==> src/rtl/keypad_scan_ctrl_if.sv <==
// Keypad scan controller port bundle: raw columns in, row drive and key strobe out.
// master = scan controller side, slave = keypad / display side.
interface keypad_scan_ctrl_if;
    logic [3:0] cols;
    logic [3:0] key_row;
    logic [3:0] key;
    logic       key_valid;
    logic       key_held;

    modport master (
        input  cols,
        output key_row,
        output key,
        output key_valid,
        output key_held
    );

    modport slave (
        output cols,
        input  key_row,
        input  key,
        input  key_valid,
        input  key_held
    );
endinterface

==> src/rtl/keypad_scan_ctrl.sv <==
// 4x4 keypad scanner: one active-low row at a time, debounced single-key press -> one-cycle key_valid + hex code.
// Optional auto-repeat while held is enabled by defining KEY_REPEAT_EN.
module keypad_scan_ctrl #(
    parameter int SCAN_DIV       = 48000,
    parameter int DEBOUNCE_SCANS = 20,
    parameter int REPEAT_DLY     = 500,
    parameter int REPEAT_PER     = 100
) (
    input  logic               i_clk,
    input  logic               i_reset,
    keypad_scan_ctrl_if.master if_kp
);

    localparam int MAX_AB = (SCAN_DIV > DEBOUNCE_SCANS) ? SCAN_DIV : DEBOUNCE_SCANS;
    localparam int MAX_CD = (REPEAT_DLY > REPEAT_PER) ? REPEAT_DLY : REPEAT_PER;
    localparam int MAX_P  = (MAX_AB > MAX_CD) ? MAX_AB : MAX_CD;
    localparam int CW     = $clog2(MAX_P) + 1;

    localparam logic [CW-1:0] C_DIV_LAST = CW'(SCAN_DIV - 1);
    localparam logic [CW-1:0] C_DEB_LAST = CW'(DEBOUNCE_SCANS - 1);
    localparam logic [CW-1:0] C_ONE      = CW'(1);
    localparam logic [CW-1:0] C_MAX      = '1;

    typedef enum logic [1:0] {
        S_SCAN      = 2'd0,
        S_DEB_PRESS = 2'd1,
        S_HELD      = 2'd2,
        S_DEB_REL   = 2'd3
    } state_t;

    state_t        r_state;
    state_t        w_state_nxt;
    logic [3:0]    r_cols_meta;
    logic [3:0]    r_cols_sync;
    logic [CW-1:0] r_div;
    logic [CW-1:0] r_deb_cnt;
    logic [3:0]    r_key_row;
    logic [3:0]    r_cand_cols;
    logic [1:0]    r_cand_row;
    logic [1:0]    r_cand_col;
    logic [3:0]    r_key;
    logic          r_key_valid;
    logic          r_key_held;
    logic          r_lock;
    logic [1:0]    r_clean_cnt;

    logic       w_sample;
    logic       w_one_low;
    logic [1:0] w_low_idx;
    logic [1:0] w_row_idx;
    logic       w_match;
    logic       w_cand_hi;
    logic       w_deb_done;
    logic       w_rotate;
    logic       w_latch;
    logic       w_cnt_inc;
    logic       w_rel_start;
    logic       w_accept;
    logic       w_release;
    logic       w_repeat_strobe;

    function automatic logic [3:0] f_key_code(input logic [1:0] row, input logic [1:0] col);
        case ({row, col})
            4'h0:    f_key_code = 4'h1;
            4'h1:    f_key_code = 4'h2;
            4'h2:    f_key_code = 4'h3;
            4'h3:    f_key_code = 4'hA;
            4'h4:    f_key_code = 4'h4;
            4'h5:    f_key_code = 4'h5;
            4'h6:    f_key_code = 4'h6;
            4'h7:    f_key_code = 4'hB;
            4'h8:    f_key_code = 4'h7;
            4'h9:    f_key_code = 4'h8;
            4'hA:    f_key_code = 4'h9;
            4'hB:    f_key_code = 4'hC;
            4'hC:    f_key_code = 4'hE;
            4'hD:    f_key_code = 4'h0;
            4'hE:    f_key_code = 4'hF;
            default: f_key_code = 4'hD;
        endcase
    endfunction

    // Idle columns float high, so the synchronizer resets to "no key".
    always_ff @(posedge i_clk or posedge i_reset) begin
        if (i_reset) begin
            r_cols_meta <= 4'hF;
            r_cols_sync <= 4'hF;
        end else begin
            r_cols_meta <= if_kp.cols;
            r_cols_sync <= r_cols_meta;
        end
    end

    always_comb begin
        w_one_low = 1'b1;
        w_low_idx = 2'd0;
        case (r_cols_sync)
            4'b1110: w_low_idx = 2'd0;
            4'b1101: w_low_idx = 2'd1;
            4'b1011: w_low_idx = 2'd2;
            4'b0111: w_low_idx = 2'd3;
            default: w_one_low = 1'b0;
        endcase
        case (r_key_row)
            4'b1101: w_row_idx = 2'd1;
            4'b1011: w_row_idx = 2'd2;
            4'b0111: w_row_idx = 2'd3;
            default: w_row_idx = 2'd0;
        endcase
    end

    assign w_sample   = (r_div == C_DIV_LAST);
    assign w_match    = (r_cols_sync == r_cand_cols);
    assign w_cand_hi  = r_cols_sync[r_cand_col];
    assign w_deb_done = (r_deb_cnt >= C_DEB_LAST);

    always_ff @(posedge i_clk or posedge i_reset) begin
        if (i_reset) r_state <= S_SCAN;
        else         r_state <= w_state_nxt;
    end

    always_comb begin
        w_state_nxt = r_state;
        if (w_sample) begin
            case (r_state)
                S_SCAN:      if (w_one_low && !r_lock) w_state_nxt = S_DEB_PRESS;
                S_DEB_PRESS: if (!w_match)             w_state_nxt = S_SCAN;
                             else if (w_deb_done)      w_state_nxt = S_HELD;
                S_HELD:      if (w_cand_hi)            w_state_nxt = S_DEB_REL;
                default:     if (!w_cand_hi)           w_state_nxt = S_HELD;
                             else if (w_deb_done)      w_state_nxt = S_SCAN;
            endcase
        end
    end

    always_comb begin
        w_rotate    = 1'b0;
        w_latch     = 1'b0;
        w_cnt_inc   = 1'b0;
        w_rel_start = 1'b0;
        w_accept    = 1'b0;
        w_release   = 1'b0;
        if (w_sample) begin
            case (r_state)
                S_SCAN: begin
                    w_latch  = w_one_low && !r_lock;
                    w_rotate = !(w_one_low && !r_lock);
                end
                S_DEB_PRESS: begin
                    w_rotate  = !w_match;
                    w_accept  = w_match && w_deb_done;
                    w_cnt_inc = w_match && !w_deb_done;
                end
                S_HELD: w_rel_start = w_cand_hi;
                default: begin
                    w_release = w_cand_hi && w_deb_done;
                    w_rotate  = w_cand_hi && w_deb_done;
                    w_cnt_inc = w_cand_hi && !w_deb_done;
                end
            endcase
        end
    end

    always_ff @(posedge i_clk or posedge i_reset) begin
        if (i_reset) begin
            r_div       <= '0;
            r_deb_cnt   <= '0;
            r_key_row   <= 4'b1110;
            r_cand_cols <= 4'hF;
            r_cand_row  <= 2'd0;
            r_cand_col  <= 2'd0;
            r_key       <= 4'h0;
            r_key_valid <= 1'b0;
            r_key_held  <= 1'b0;
        end else begin
            r_div       <= w_sample ? '0 : r_div + C_ONE;
            r_key_valid <= w_accept || w_repeat_strobe;
            if (w_rotate)
                r_key_row <= {r_key_row[2:0], r_key_row[3]};
            if (w_latch) begin
                r_cand_cols <= r_cols_sync;
                r_cand_row  <= w_row_idx;
                r_cand_col  <= w_low_idx;
            end
            if (w_latch || w_rel_start)
                r_deb_cnt <= C_ONE;
            else if (w_cnt_inc && (r_deb_cnt != C_MAX))
                r_deb_cnt <= r_deb_cnt + C_ONE;
            if (w_accept) begin
                r_key      <= f_key_code(r_cand_row, r_cand_col);
                r_key_held <= 1'b1;
            end else if (w_release) begin
                r_key_held <= 1'b0;
            end
        end
    end

    // A key still down in the row at release was pressed during HELD; it stays
    // unreported until a full clean pass over all four rows has been seen.
    always_ff @(posedge i_clk or posedge i_reset) begin
        if (i_reset) begin
            r_lock      <= 1'b0;
            r_clean_cnt <= 2'd0;
        end else if (w_release) begin
            r_lock      <= (r_cols_sync != 4'hF);
            r_clean_cnt <= 2'd0;
        end else if (r_lock && w_sample && (r_state == S_SCAN)) begin
            if (r_cols_sync != 4'hF) begin
                r_clean_cnt <= 2'd0;
            end else if (r_clean_cnt == 2'd3) begin
                r_lock      <= 1'b0;
                r_clean_cnt <= 2'd0;
            end else begin
                r_clean_cnt <= r_clean_cnt + 2'd1;
            end
        end
    end

`ifdef KEY_REPEAT_EN
    localparam logic [CW-1:0] C_RDLY      = CW'(REPEAT_DLY);
    localparam logic [CW-1:0] C_RDLY_LAST = CW'(REPEAT_DLY - 1);
    localparam logic [CW-1:0] C_RPER_LAST = CW'(REPEAT_PER - 1);

    logic [CW-1:0] r_rep_cnt;
    logic [CW-1:0] r_per_cnt;
    logic          w_rep_tick;

    // Count survives a bounce back from DEB_REL; only a new accept or a real release clears it.
    assign w_rep_tick      = w_sample && (r_state == S_HELD) && !w_cand_hi;
    assign w_repeat_strobe = w_rep_tick &&
                             ((r_rep_cnt == C_RDLY_LAST) ||
                              ((r_rep_cnt == C_RDLY) && (r_per_cnt >= C_RPER_LAST)));

    always_ff @(posedge i_clk or posedge i_reset) begin
        if (i_reset) begin
            r_rep_cnt <= '0;
            r_per_cnt <= '0;
        end else if (w_accept || w_release) begin
            r_rep_cnt <= '0;
            r_per_cnt <= '0;
        end else if (w_rep_tick) begin
            if (r_rep_cnt < C_RDLY)
                r_rep_cnt <= r_rep_cnt + C_ONE;
            else if (r_per_cnt >= C_RPER_LAST)
                r_per_cnt <= '0;
            else
                r_per_cnt <= r_per_cnt + C_ONE;
        end
    end
`else
    assign w_repeat_strobe = 1'b0;
`endif

    assign if_kp.key_row   = r_key_row;
    assign if_kp.key       = r_key;
    assign if_kp.key_valid = r_key_valid;
    assign if_kp.key_held  = r_key_held;

endmodule
==> src/flat_wrapper.sv <==
// flat-port wrapper written by rule: the top's interface ports become plain ports
module keypad_scan_ctrl_flat 
#(
    parameter int SCAN_DIV       = 48000,
    parameter int DEBOUNCE_SCANS = 20,
    parameter int REPEAT_DLY     = 500,
    parameter int REPEAT_PER     = 100
)
  (i_clk, i_reset, if_kp_cols, if_kp_key_row, if_kp_key, if_kp_key_valid, if_kp_key_held);
  keypad_scan_ctrl_if if_kp_i ();
  input  logic i_clk;
  input  logic i_reset;
  input wire logic [$bits(if_kp_i.cols)-1:0] if_kp_cols;
  output wire logic [$bits(if_kp_i.key_row)-1:0] if_kp_key_row;
  output wire logic [$bits(if_kp_i.key)-1:0] if_kp_key;
  output wire logic [$bits(if_kp_i.key_valid)-1:0] if_kp_key_valid;
  output wire logic [$bits(if_kp_i.key_held)-1:0] if_kp_key_held;
  assign if_kp_i.cols = if_kp_cols;
  assign if_kp_key_row = if_kp_i.key_row;
  assign if_kp_key = if_kp_i.key;
  assign if_kp_key_valid = if_kp_i.key_valid;
  assign if_kp_key_held = if_kp_i.key_held;
  keypad_scan_ctrl #(.SCAN_DIV(SCAN_DIV), .DEBOUNCE_SCANS(DEBOUNCE_SCANS), .REPEAT_DLY(REPEAT_DLY), .REPEAT_PER(REPEAT_PER)) u_core (.i_clk(i_clk), .i_reset(i_reset), .if_kp(if_kp_i));
endmodule
==> config.mk <==
export PLATFORM = sky130hd
export DESIGN_NAME = keypad_scan_ctrl_flat
export DESIGN_NICKNAME = d
export VERILOG_FILES = /design/src/rtl/keypad_scan_ctrl_if.sv /design/src/rtl/keypad_scan_ctrl.sv /design/src/flat_wrapper.sv
export SDC_FILE = /design/constraint.sdc
export NUM_CORES = 1
export LEC_CHECK = 0
export CORE_ASPECT_RATIO = 0.75
export CORE_MARGIN = 8
export CORE_UTILIZATION = 54
export CTS_CLUSTER_SIZE = 20
export DETAILED_ROUTE_END_ITERATION = 10
export PLACE_DENSITY = 0.76
export REMOVE_ABC_BUFFERS = 1
export SLEW_MARGIN = 20
export SYNTH_ARGS = -nofsm -noshare
export SYNTH_HDL_FRONTEND = slang
export SYNTH_SLANG_ARGS = --single-unit
==> constraint.sdc <==
create_clock -name i_clk -period 2.27 [get_ports i_clk]
set_clock_uncertainty 0.2 [all_clocks]
set_input_delay 0.454 -clock i_clk [delete_from_list [all_inputs] [get_ports i_clk]]
set_output_delay 0.454 -clock i_clk [all_outputs]
set_load 0.02 [all_outputs]
### After elaboration in Yosys (flattened, before gate mapping)

Memories as Yosys holds them, arrays and structs flattened. A register that Yosys moved wholly into a read port is not among the register bits.
Index checks and enable logic that the tools add are counted.

| cells by class | value |
|---|---|
| $add $sub $neg | 3 |
| order comparisons | 2 |
| equal/unequal tests | 19 |
| muxes and demuxes | 37 |
| reductions and logical operators | 23 |

Operator list:

| cell | count |
|---|---|
| $mux W17 | 3 |
| $add A17 B1 Y17 const B | 2 |
| $eq A4 B4 Y1 const B | 5 |
| $mux W2 | 10 |
| $mux W1 | 18 |
| $pmux W2 S3 | 3 |
| $eq A17 B16 Y1 const B | 1 |
| $ge A17 B5 Y1 const B | 1 |
| $ne A17 B17 Y1 const B | 1 |
| $eq A4 B3 Y1 const B | 2 |
| $logic_and A1 B1 Y1 | 8 |
| $reduce_bool A2 Y1 | 4 |
| $ne A2 B1 Y1 const B | 3 |
| $ne A5 B5 Y1 const B | 1 |
| $reduce_and A5 Y1 | 1 |
| $eq A2 B2 Y1 const B | 2 |
| $eq A4 B4 Y1 | 1 |
| $logic_not A1 Y1 | 4 |
| $ne A4 B4 Y1 const B | 1 |
| $reduce_or A4 Y1 | 1 |
| $lt A2 B3 Y1 const B | 1 |
| $ne A3 B3 Y1 const B | 1 |
| $pmux W1 S3 | 1 |
| $reduce_and A3 Y1 | 1 |
| other kinds (8) | 8 |

| storage, ports and cells | value |
|---|---|
| register bits | 61 |
| ROM bits | 64 |
| input port bits | 6 |
| output and inout port bits | 10 |
| word-level logic and storage cells | 98 |
| memories kept | 1 |

Memories:

| name | words | width | rd ports | clocked after memory_dff | write ports | RTL line | text |
|---|---|---|---|---|---|---|---|
| (name not given) | 16 | 4 | 1 | 1 | 0 | keypad_scan_ctrl.sv:63 | `case ({row, col})` |

### Depth between registers and ports, before layout

| logic depth | value |
|---|---|
| word-level depth | 8 |
| mapped depth | 9 |
| depth with buffers taken out | 9 |

### Worst setup path before layout

Ideal clock, no wire load.

| path | value |
|---|---|
| path kind | flip-flop to flip-flop |
| from | register u_core.r_div[0] |
| to | register u_core.r_key_row[0], in the netlist u_core.if_kp.key_row[0] |
| library setup time | 127 ps |
| arrival time | 1944 ps |
| required time | 1943 ps |
| slack | -1 ps |
| cell stages (with the launch flop) | 8 |
| path buffers | 1 |
| period minus slack after synthesis | 2271 ps |
| path through | dfrtp_1 -> ha_1 -> nand4_1 -> nor4_4 -> and4_4 -> buf_6 -> a31o_4 -> mux2_1 |

| on the way | value |
|---|---|
| longest elaborated chain between the ends | 2 |

Ends and longest elaborated chain:

| item | RTL line | text |
|---|---|---|
| start: declaration | keypad_scan_ctrl.sv:35 | `logic [CW-1:0] r_div;` |
| start signal: assignment | keypad_scan_ctrl.sv:176 | `r_div <= w_sample ? '0 : r_div + C_ONE;` |
| $eq A17 B16 Y1 | keypad_scan_ctrl.sv:112 | `assign w_sample = (r_div == C_DIV_LAST);` |
| $mux W1 | keypad_scan_ctrl.sv:143 | `if (w_sample) begin` |
| end signal: assignment | keypad_scan_ctrl.sv:179 | `r_key_row <= {r_key_row[2:0], r_key_row[3]};` |
| end: declaration | keypad_scan_ctrl.sv:37 | `logic [3:0] r_key_row;` |

No other way between the ends.
A chain may end at the register's enable or synchronous reset.

### Final worst setup path

| path | value |
|---|---|
| from | register u_core.r_deb_cnt[13] |
| to | register u_core.r_key_row[0], in the netlist u_core.if_kp.key_row[0] |

| on the way | value |
|---|---|
| longest elaborated chain between the ends | 4 |

Ends and longest elaborated chain:

| item | RTL line | text |
|---|---|---|
| start: declaration | keypad_scan_ctrl.sv:36 | `logic [CW-1:0] r_deb_cnt;` |
| start signal: assignment | keypad_scan_ctrl.sv:188 | `r_deb_cnt <= r_deb_cnt + C_ONE;` |
| $ge A17 B5 Y1 | keypad_scan_ctrl.sv:115 | `assign w_deb_done = (r_deb_cnt >= C_DEB_LAST);` |
| $logic_and A1 B1 Y1 | keypad_scan_ctrl.sv:157 | `w_rotate = w_cand_hi && w_deb_done;` |
| $pmux W1 S3 | keypad_scan_ctrl.sv:144 | `case (r_state)` |
| $mux W1 | keypad_scan_ctrl.sv:143 |  |

No other way between the ends.

==> metrics.cfg <==
[routing]
wl_mm = 6.45
wl_per_cell_microns = 15.3
ant_nets = 0
drtIter0Drc = 131
viasPerCell = 5.52
drcViolationCount = 0
num_vias = 2318
drt_first_pass_iters = 4

[place]
pre_cts_ws_ns = -0.0763
dp_hpwl_mm = 4.61
place_area_sq_um = 3630
gp_congestion = 0.846
portBuffers = 15

[final_layout]
num_antenna_cells = 0
most-common-layout-cells = dfrtp_1, buf_4, nand2_1, nor2_1, xor2_1
final_common_cell = dfrtp_1
fin_area_sq_um = 3990
syn2layout_area_growth_pct = 22.4
drive_gt1_share_pct = 26.0
nets = 356

[grt]
grtUsageTotal_pct = 15.5
antenna_found_initial = 0
grt_pass1_wl_mm = 11.1
grt_overflow = 0
grt_pass1_vias = 2337
grt_start_max_net_pins = 23

[yosys]
synth_top_area_share_pct = 38.4
syn_inst = 293
synth-seq-cells = 65
ys.flop_type = dfrtp_1
syn_area_per_cell_sq_um = 11.1
synth_top_cell_by_area = dfrtp_1
netlist_area_sq_um = 3260
synthDistinctLibCells = 50
yosysWarningCount = 0
yosysSeqAreaShare_pct = 50.5
async_flop_share_pct = 100
synth-edff-count = 0
synth_area_leaders = dfrtp_1, dfstp_2, ha_1

[setup_path]
end_kind = flip-flop
path_cells = nor4_1, o2111ai_1, and4_4, a31o_4, mux2_1
crit_family = simple AND/OR/NAND/NOR gates
r2r.worst_path.cells = 5
reg2reg_to = u_core.if_kp.key_row[0]
r2r_slack_ns = 0.02
critPathMaxStageDelay_ns = 0.49
cp.arrival_ns = 2.28
cp_max_fo = 4
path_class = reg2reg
cp_slowest_cell = nor4_1
startpoint_type = flip-flop
r2r_start = u_core.r_deb_cnt[13]
crit_buf_inv = 0
required_ns = 2.31

[timing]
hold_viol = 0
relSlewSlack_pct = 66.5
rsz0062_at_grt = yes
finalSetupViolCount = 0
setup_slack_ns = 0.0220
max_freq_mhz = 445
worstMarginPinSlew_ns = 0.498
holdWs_ns = 0.155
period_share_pct = 99.0
post-route-min-period_ns = 2.25
drv_slew = 0

[run]
cap_violations = 0

[floorplanning]
die_y_microns = 83.3
core_area_sq_um = 5830
start_util_pct = 55.9
ios = 16
die_w_microns = 106
fp.dieArea_sq_um = 8800
rows = 24

[clock_network]
root_buffer = clkbuf_8
numCtsBuffers = 9
htree_levels = 3
clock_path_buffers = 2
cts.sinks = 65
insertion_delay_ns = 0.35
cts.clk_slew.worst_paths_ns = 0.07
tritoncts = built
cts-hold-fix-buffers = 0

[power_and_ir_drop]
p_leak_uw = 0.00179
powerDensity_nw_per_um2 = 562
peakVddDrop_mv = 0.372

[hold_path]
holdPathEnd = u_core.r_cols_sync[0]
hp-class = reg2reg
hp-start = u_core.r_cols_meta[0]
worstHoldPathCells = 0

[status]
status = completed

==> Yosys cell counts, drive strengths merged, types with 3 or more instances <==
| library cell | instances |
|---|---|
| a21oi | 7 |
| and2 | 4 |
| and3 | 14 |
| buf | 6 |
| clkbuf | 7 |
| dfrtp | 50 |
| dfstp | 15 |
| ha | 13 |
| inv | 14 |
| mux2 | 8 |
| mux2i | 6 |
| nand2 | 24 |
| nand3 | 13 |
| nand4 | 8 |
| nor2 | 20 |
| nor3 | 3 |
| nor4 | 7 |
| o2111ai | 3 |
| o21ai | 13 |
| or3 | 4 |
| xnor2 | 9 |
| xor2 | 16 |
==> where the power goes <==
part | internal, uW | leakage [uW] | total (uW) | switching (uW)
Combinational | 32.1 | 0.000853 | 74.8 | 42.6
Sequential | 1170 | 0.000837 | 1180 | 8.89
Clock | 564 | 0.000103 | 983 | 419
==> layer usage <==
layer  up-vias  track usage [%]  part of all wire [%]
li1       1118                -                     -
met1      1154             20.0                    47
met2        39             22.8                    46
met3         7             6.64                   5.1
met4         0             5.10                   1.3
met5         -                0                     0
==> registers in the layout, indices dropped and copies added (netlist names), 4 cells and up <==
| register | flops |
|---|---|
| u_core.r_cand_cols | 4 |
| u_core.r_cols_sync | 4 |
| u_core.r_div | 17 |
| u_core.if_kp.key | 4 |
| u_core.if_kp.key_row | 4 |
| u_core.r_cols_meta | 4 |
| u_core.r_deb_cnt | 17 |
==> layout make-up <==
type	instances	area (sq um)
tap	78	97.6
clock buffer	13	159
fill	435	1840
clock inverter	3	40.0
timing repair buffer	46	408
multi-input combinational	201	1580
inverter	14	52.6
sequential	65	1650
==> worst max-delay path by stage <==
| stage | startpoint | endpoint | slack [ns] | cells after the start |
|---|---|---|---|---|
| finish | u_core.r_deb_cnt[13] | u_core.if_kp.key_row[0] | 0.02 | 5 |
| global route | u_core.r_deb_cnt[0] | u_core.if_kp.key_row[0] | -0.03 | 6 |
| CTS | u_core.r_div[1] | u_core.if_kp.key_row[0] | 0.001 | 7 |
| detailed placement | u_core.r_deb_cnt[1] | u_core.r_deb_cnt[3] | -0.08 | 9 |
| global placement | u_core.r_deb_cnt[1] | u_core.if_kp.key_row[0] | 0.01 | 6 |
| floorplan | u_core.r_div[0] | u_core.r_deb_cnt[4] | -0.56 | 6 |
==> metrics by stage <==
stage	instances	setup TNS (ns)	util (%)	total power [uW]
3_5_place_dp	398	-0.158	62.3	1270
4_1_cts	415	0	66.1	2270
2_1_floorplan	280	-14.34	-	1240
6_report	420	0	68.4	2240
3_3_place_gp	398	0	62.3	1270
5_1_grt	420	-0.0719	68.4	2330
==> kinds of logic after synthesis <==
family,share of synthesized area (%)
and+or+nand+nor,19.2
DFF,50.5
AOI/OAI and AO/OA,8.30
buffers and inverters,4.26
xor gates and xnor gates,6.72
muxes,5.99
adders and majority gates,4.99
==> repair_timing <==
| action | CTS | global route |
|---|---|---|
| endpoints found under the setup margin | 3 | 24 |
| gates cloned | 0 | 0 |
| buffers inserted | 1 | 5 |
| pin swaps | 1 | 5 |
| gates resized for setup | 3 | 15 |
No activity file was read; power rests on OpenSTA's default activity.
==> patch 1: new RTL, same flow settings <==
The option `KEY_REPEAT_EN` is turned on by a define.
--- a/src/rtl/keypad_scan_ctrl.sv
+++ b/src/rtl/keypad_scan_ctrl.sv
@@ -2,2 +2,4 @@
 // Optional auto-repeat while held is enabled by defining KEY_REPEAT_EN.
+`define KEY_REPEAT_EN
+
 module keypad_scan_ctrl #(
Function: no difference found for any inputs over 10 cycles, from zero or initial values and one cycle with i_reset high; that may be too few to reach the edited logic, so the function may still have changed.
==> patch 1 against the unedited design <==
The flow now finishes with violations (negative setup slack); power rose by 49%; routed wire length rose by 75%; design area rose by 60%; worst setup slack got worse by 0.29 ns; non-clock buffer count rose by 62; area after synthesis rose by 48%; via count rose by 68%; sequential share of layout area fell by 2.1 points; sequential cell count rose by 34; first-iteration DRC count rose by 88%.
==> patch 1: results (changes against the unedited design) <==
GRT:
- The pin count of the biggest net entering global routing was 30 (was 23).
- The via count of the first global-routing pass was 3,918 (was 2,337).
- The met1 track utilization from global routing came to 0.239 (was 0.200).

Critical path:
- The depth of the worst register-to-register path is 9 (was 5).
- The maximum fanout along the worst path is 5 (was 4).
- The worst endpoint data arrival time came to 2.57 ns (was 2.28 ns).

Drt:
- The detailed-route vias per instance was 5.65 (was 5.52).
- The number of detailed-route iterations in the first pass was 5 (was 4).
- The wire length per cell after detailed routing came to 16.4 um (was 15.3 um).

Status:
- The checks that failed: negative setup slack.
- Outcome: complete, but fails checks (was complete, no violations).

Yosys:
- Top cell types by occurrence after synthesis: 84 x sky130_fd_sc_hd__dfrtp_1, 53 x sky130_fd_sc_hd__nor2_1, 37 x sky130_fd_sc_hd__nand2_1 (was 50 x sky130_fd_sc_hd__dfrtp_1, 24 x sky130_fd_sc_hd__nand2_1, 20 x sky130_fd_sc_hd__nor2_1).
- Leading post-synthesis cells by cell area: sky130_fd_sc_hd__dfrtp_1 44%, sky130_fd_sc_hd__dfstp_2 8.2%, sky130_fd_sc_hd__ha_1 4.2% (was sky130_fd_sc_hd__dfrtp_1 38%, sky130_fd_sc_hd__dfstp_2 12%, sky130_fd_sc_hd__ha_1 5.0%).
- The count of cell types in the netlist was 57 (was 50).

Cells and area:
- The count of multi-input gates came to 337 (was 201).
- The clock tree buffer count of the final layout is 9 (was 13).
- The fraction of layout instances using a drive strength above 1 was 0.333 (was 0.260).
- The number of fillers in the final layout is 594 (was 435).

Worst hold path:
- The end of the worst hold path is u_core.r_cols_sync[3]$_DFF_PP1_ (was u_core.r_cols_sync[0]$_DFF_PP1_).

Power and ir drop:
- The total internal power is 2570 uW (was 1770 uW).

Timing:
- The number of setup violations in the final report is 51 (was 0).
- The final critical-path setup slack is -0.265 ns (was 0.0220 ns).

Clock network:
- The post-cts repair resize count is 29 (was 3).
- The count of buffers added by post-CTS timing repair for setup is 9 (was 1).

Placed design:
- The final weighted congestion in routability-driven placement is 0.857 (was 0.846).
-- patch 1: metal layers --
metal | part of all wire | routed length [um] | up-vias
met4 | 0.016 | 181 | 0
met1 | 0.46 | 5150 | 1931
met3 | 0.043 | 481 | 18
li1 | - | - | 1853
met5 | 0 | 0 | -
met2 | 0.48 | 5460 | 90
-- patch 1: power groups by stage --
| stage | sequential, uW | clock [uW] | combinational (uW) |
|---|---|---|---|
| 6_report | 1780 | 1470 | 91.2 |
| 4_1_cts | 1780 | 1500 | 89.5 |
| 2_1_floorplan | 1820 | 0 | 40.7 |
| 3_3_place_gp | 1820 | 0 | 84.2 |
| 3_5_place_dp | 1820 | 0 | 86.2 |
| 5_1_grt | 1780 | 1550 | 103 |
-- patch 1: through the flow --
| step | TNS [ns] | hold WS [ns] |
|---|---|---|
| 6_report | -5.98 | 0.157 |
| 5_1_grt | -9.28 | 0.160 |
| 4_1_cts | -2.15 | 0.158 |
| 3_5_place_dp | -5.04 | 0.147 |
| 3_3_place_gp | -3.19 | 0.147 |
| 2_1_floorplan | -111.51 | 0.145 |
-- patch 1: cell families after synthesis --
kind of cell	synth area share
simple gates	0.235
flops	0.518
compound gates	0.0758
buf+inv	0.0296
xor+xnor	0.0527
mux	0.0475
fa+ha+maj	0.0415
-- patch 1: worst max path at each step --
stage,cells past startpoint,endpoint,startpoint,slack [ns]
final,9,u_core.r_deb_cnt[0]$_DFFE_PP0P_,u_core.r_deb_cnt[0]$_DFFE_PP0P_,-0.27
after global routing,9,u_core.r_deb_cnt[0]$_DFFE_PP0P_,u_core.r_deb_cnt[0]$_DFFE_PP0P_,-0.35
after CTS,8,u_core.r_deb_cnt[3]$_DFFE_PP0P_,u_core.r_deb_cnt[0]$_DFFE_PP0P_,-0.19
after detailed placement,8,u_core.r_deb_cnt[3]$_DFFE_PP0P_,u_core.r_deb_cnt[0]$_DFFE_PP0P_,-0.40
after global placement,8,u_core.r_deb_cnt[3]$_DFFE_PP0P_,u_core.r_deb_cnt[0]$_DFFE_PP0P_,-0.36
after floorplan,7,u_core.r_per_cnt[10]$_DFFE_PP0P_,u_core.r_div[0]$_DFF_PP0_,-0.99
-- patch 1: critical path, stage by stage (launching register included) --
cell and delay [ns]:
sky130_fd_sc_hd__dfrtp_1 0.40, sky130_fd_sc_hd__buf_6 0.13, sky130_fd_sc_hd__a2111oi_4 0.36, sky130_fd_sc_hd__buf_4 0.19, sky130_fd_sc_hd__o2111ai_4 0.11, sky130_fd_sc_hd__or3_4 0.36, sky130_fd_sc_hd__nor3b_4 0.31, sky130_fd_sc_hd__buf_4 0.18
sky130_fd_sc_hd__xnor2_2 0.10, sky130_fd_sc_hd__nand2_1 0.07
==> patch 2: new RTL, config.mk and constraints unchanged <==
Made on the original files. Re-encode `state_t` (4 states) as one-hot, 4 bits wide.
--- a/src/rtl/keypad_scan_ctrl.sv
+++ b/src/rtl/keypad_scan_ctrl.sv
@@ -23,7 +23,7 @@
 
-    typedef enum logic [1:0] {
-        S_SCAN      = 2'd0,
-        S_DEB_PRESS = 2'd1,
-        S_HELD      = 2'd2,
-        S_DEB_REL   = 2'd3
+    typedef enum logic [3:0] {
+        S_SCAN      = 4'b0001,
+        S_DEB_PRESS = 4'b0010,
+        S_HELD      = 4'b0100,
+        S_DEB_REL   = 4'b1000
     } state_t;
Formal check against the unedited RTL: same outputs for any inputs over 10 cycles, from zero or initial values and one cycle with i_reset high; not proved beyond that.
==> patch 2 against the unedited design <==
The run now ends with negative setup slack left; sequential cell count up 2; clock power increased by 14%; via count grew 11%; power increased by 7.7%; utilization rose by 7.9 points; die area up 2.2%; fmax fell by 10%; design area up 13%; worst setup slack lost 0.26 ns; routed wire length is 26% higher; area after synthesis grew 2.6%; synthesized cell count increased by 1.7%; critical path type unchanged; critical endpoint is now u_core.r_deb_cnt[3]$_DFFE_PP0P_; largest cell class is now multi-input combinational cells.
==> patch 2: results (changes against the unedited design) <==
Status:
- Outcome: complete, but fails checks (was complete, no violations).
- The final reports fail on negative setup slack.

Timing:
- The total negative slack is -0.897 ns (was 0 ns).
- The slew at the pin with the worst max-slew slack is 0.570 ns (was 0.498 ns).
- The final critical-path setup slack is -0.234 ns (was 0.0220 ns).
- The number of setup violations in the final report is 18 (was 0).

Critical path:
- The destination of the critical timing path is u_core.r_deb_cnt[3]$_DFFE_PP0P_ (was u_core.if_kp.key_row[0]$_DFFE_PP0P_).
- The startpoint of the worst register-to-register path is u_core.r_deb_cnt[0]$_DFFE_PP0P_ (was u_core.r_deb_cnt[13]$_DFFE_PP0P_).
- The largest stage delay on the critical path is 0.58 ns (was 0.49 ns).
- The master of the slowest instance on the critical path was sky130_fd_sc_hd__or4_4 (was sky130_fd_sc_hd__nor4_1).
- The maximum fanout along the worst path is 3 (was 4).
- The depth of the worst register-to-register path is 7 (was 5).

Drt:
- The via count of the routed design is 2,584 (was 2,318).
- The total wirelength of the detailed-routed design is 8130 um (was 6450 um).

Placed design:
- The final weighted congestion in routability-driven placement is 0.830 (was 0.846).
- The placement-stage cell area is 0.00390 mm2 (was 0.00363 mm2).

Worst hold path:
- The startpoint of the most critical hold path is u_core.r_cols_meta[3]$_DFF_PP1_ (was u_core.r_cols_meta[0]$_DFF_PP1_).
- The end of the worst hold path is u_core.r_cols_sync[3]$_DFF_PP1_ (was u_core.r_cols_sync[0]$_DFF_PP1_).

Yosys:
- Leading post-synthesis cells by cell area: sky130_fd_sc_hd__dfrtp_1 38%, sky130_fd_sc_hd__dfstp_2 13%, sky130_fd_sc_hd__mux2_2 6.4% (was sky130_fd_sc_hd__dfrtp_1 38%, sky130_fd_sc_hd__dfstp_2 12%, sky130_fd_sc_hd__ha_1 5.0%).
- The part of the Yosys area used for sequential elements was 0.508 (was 0.505).

Cells and area:
- The fraction of layout instances using a drive strength above 1 is 0.394 (was 0.260).
- The number of nets in the layout is 383 (was 356).

GRT:
- The pin count of the biggest net entering global routing came to 68 (was 23).
- The via count of the first global-routing pass is 2,725 (was 2,337).

Power and ir drop:
- The clock-net power is 1120 uW (was 983 uW).
- The total internal power was 1880 uW (was 1770 uW).

Clock network:
- The post-cts repair resize count is 26 (was 3).
## patch 2: changes by cell type in the layout (fill, tap and decap cells not counted), sizes merged, moves of 4 or more
cell	delta
and3	-5
buf	+27
ha	-4
nand2	-14
nor2b	+11
mux2	+11
o21bai	+4
## patch 2: cell families (layout without fill, tap and decap cells)
group / count (synthesis) / in the layout / share of synthesized area
XOR/XNOR: 23 / 23 / 0.0603
flip-flops: 67 / 67 / 0.508
multiplexers: 29 / 29 / 0.101
adder cells (fa/ha/maj): 9 / 9 / 0.0337
AO/OA/AOI/OAI: 39 / 39 / 0.0786
AND/OR/NAND/NOR: 105 / 105 / 0.188
buffers and inverters: 26 / 101 / 0.0303
## patch 2: metal layers
| layer | part of all wire | global-route usage | up-vias |
|---|---|---|---|
| li1 | - | - | 1205 |
| met1 | 0.44 | 0.226 | 1276 |
| met2 | 0.48 | 0.284 | 80 |
| met3 | 0.051 | 0.0557 | 23 |
| met4 | 0.027 | 0.0561 | 0 |
| met5 | 0 | 0 | - |
## patch 2: metrics by stage
| step | hold slack, ns | power [uW] | instances |
|---|---|---|---|
| after global routing | 0.164 | 2500 | 451 |
| after global placement | 0.145 | 1300 | 424 |
| final | 0.159 | 2410 | 451 |
| after CTS | 0.159 | 2410 | 447 |
| after detailed placement | 0.147 | 1300 | 424 |
| after floorplan | 0.145 | 1270 | 284 |
## patch 2: layout make-up
| type | instances | area, um2 | area share |
|---|---|---|---|
| well taps | 78 | 97.6 | 0.0217 |
| flip-flops and latches | 67 | 1700 | 0.378 |
| multi-input cells | 205 | 1780 | 0.395 |
| inverters | 12 | 47.5 | 0.0106 |
| clock inverters | 5 | 55.1 | 0.0123 |
| repair buffers | 73 | 642 | 0.143 |
| clock buffers | 11 | 174 | 0.0387 |
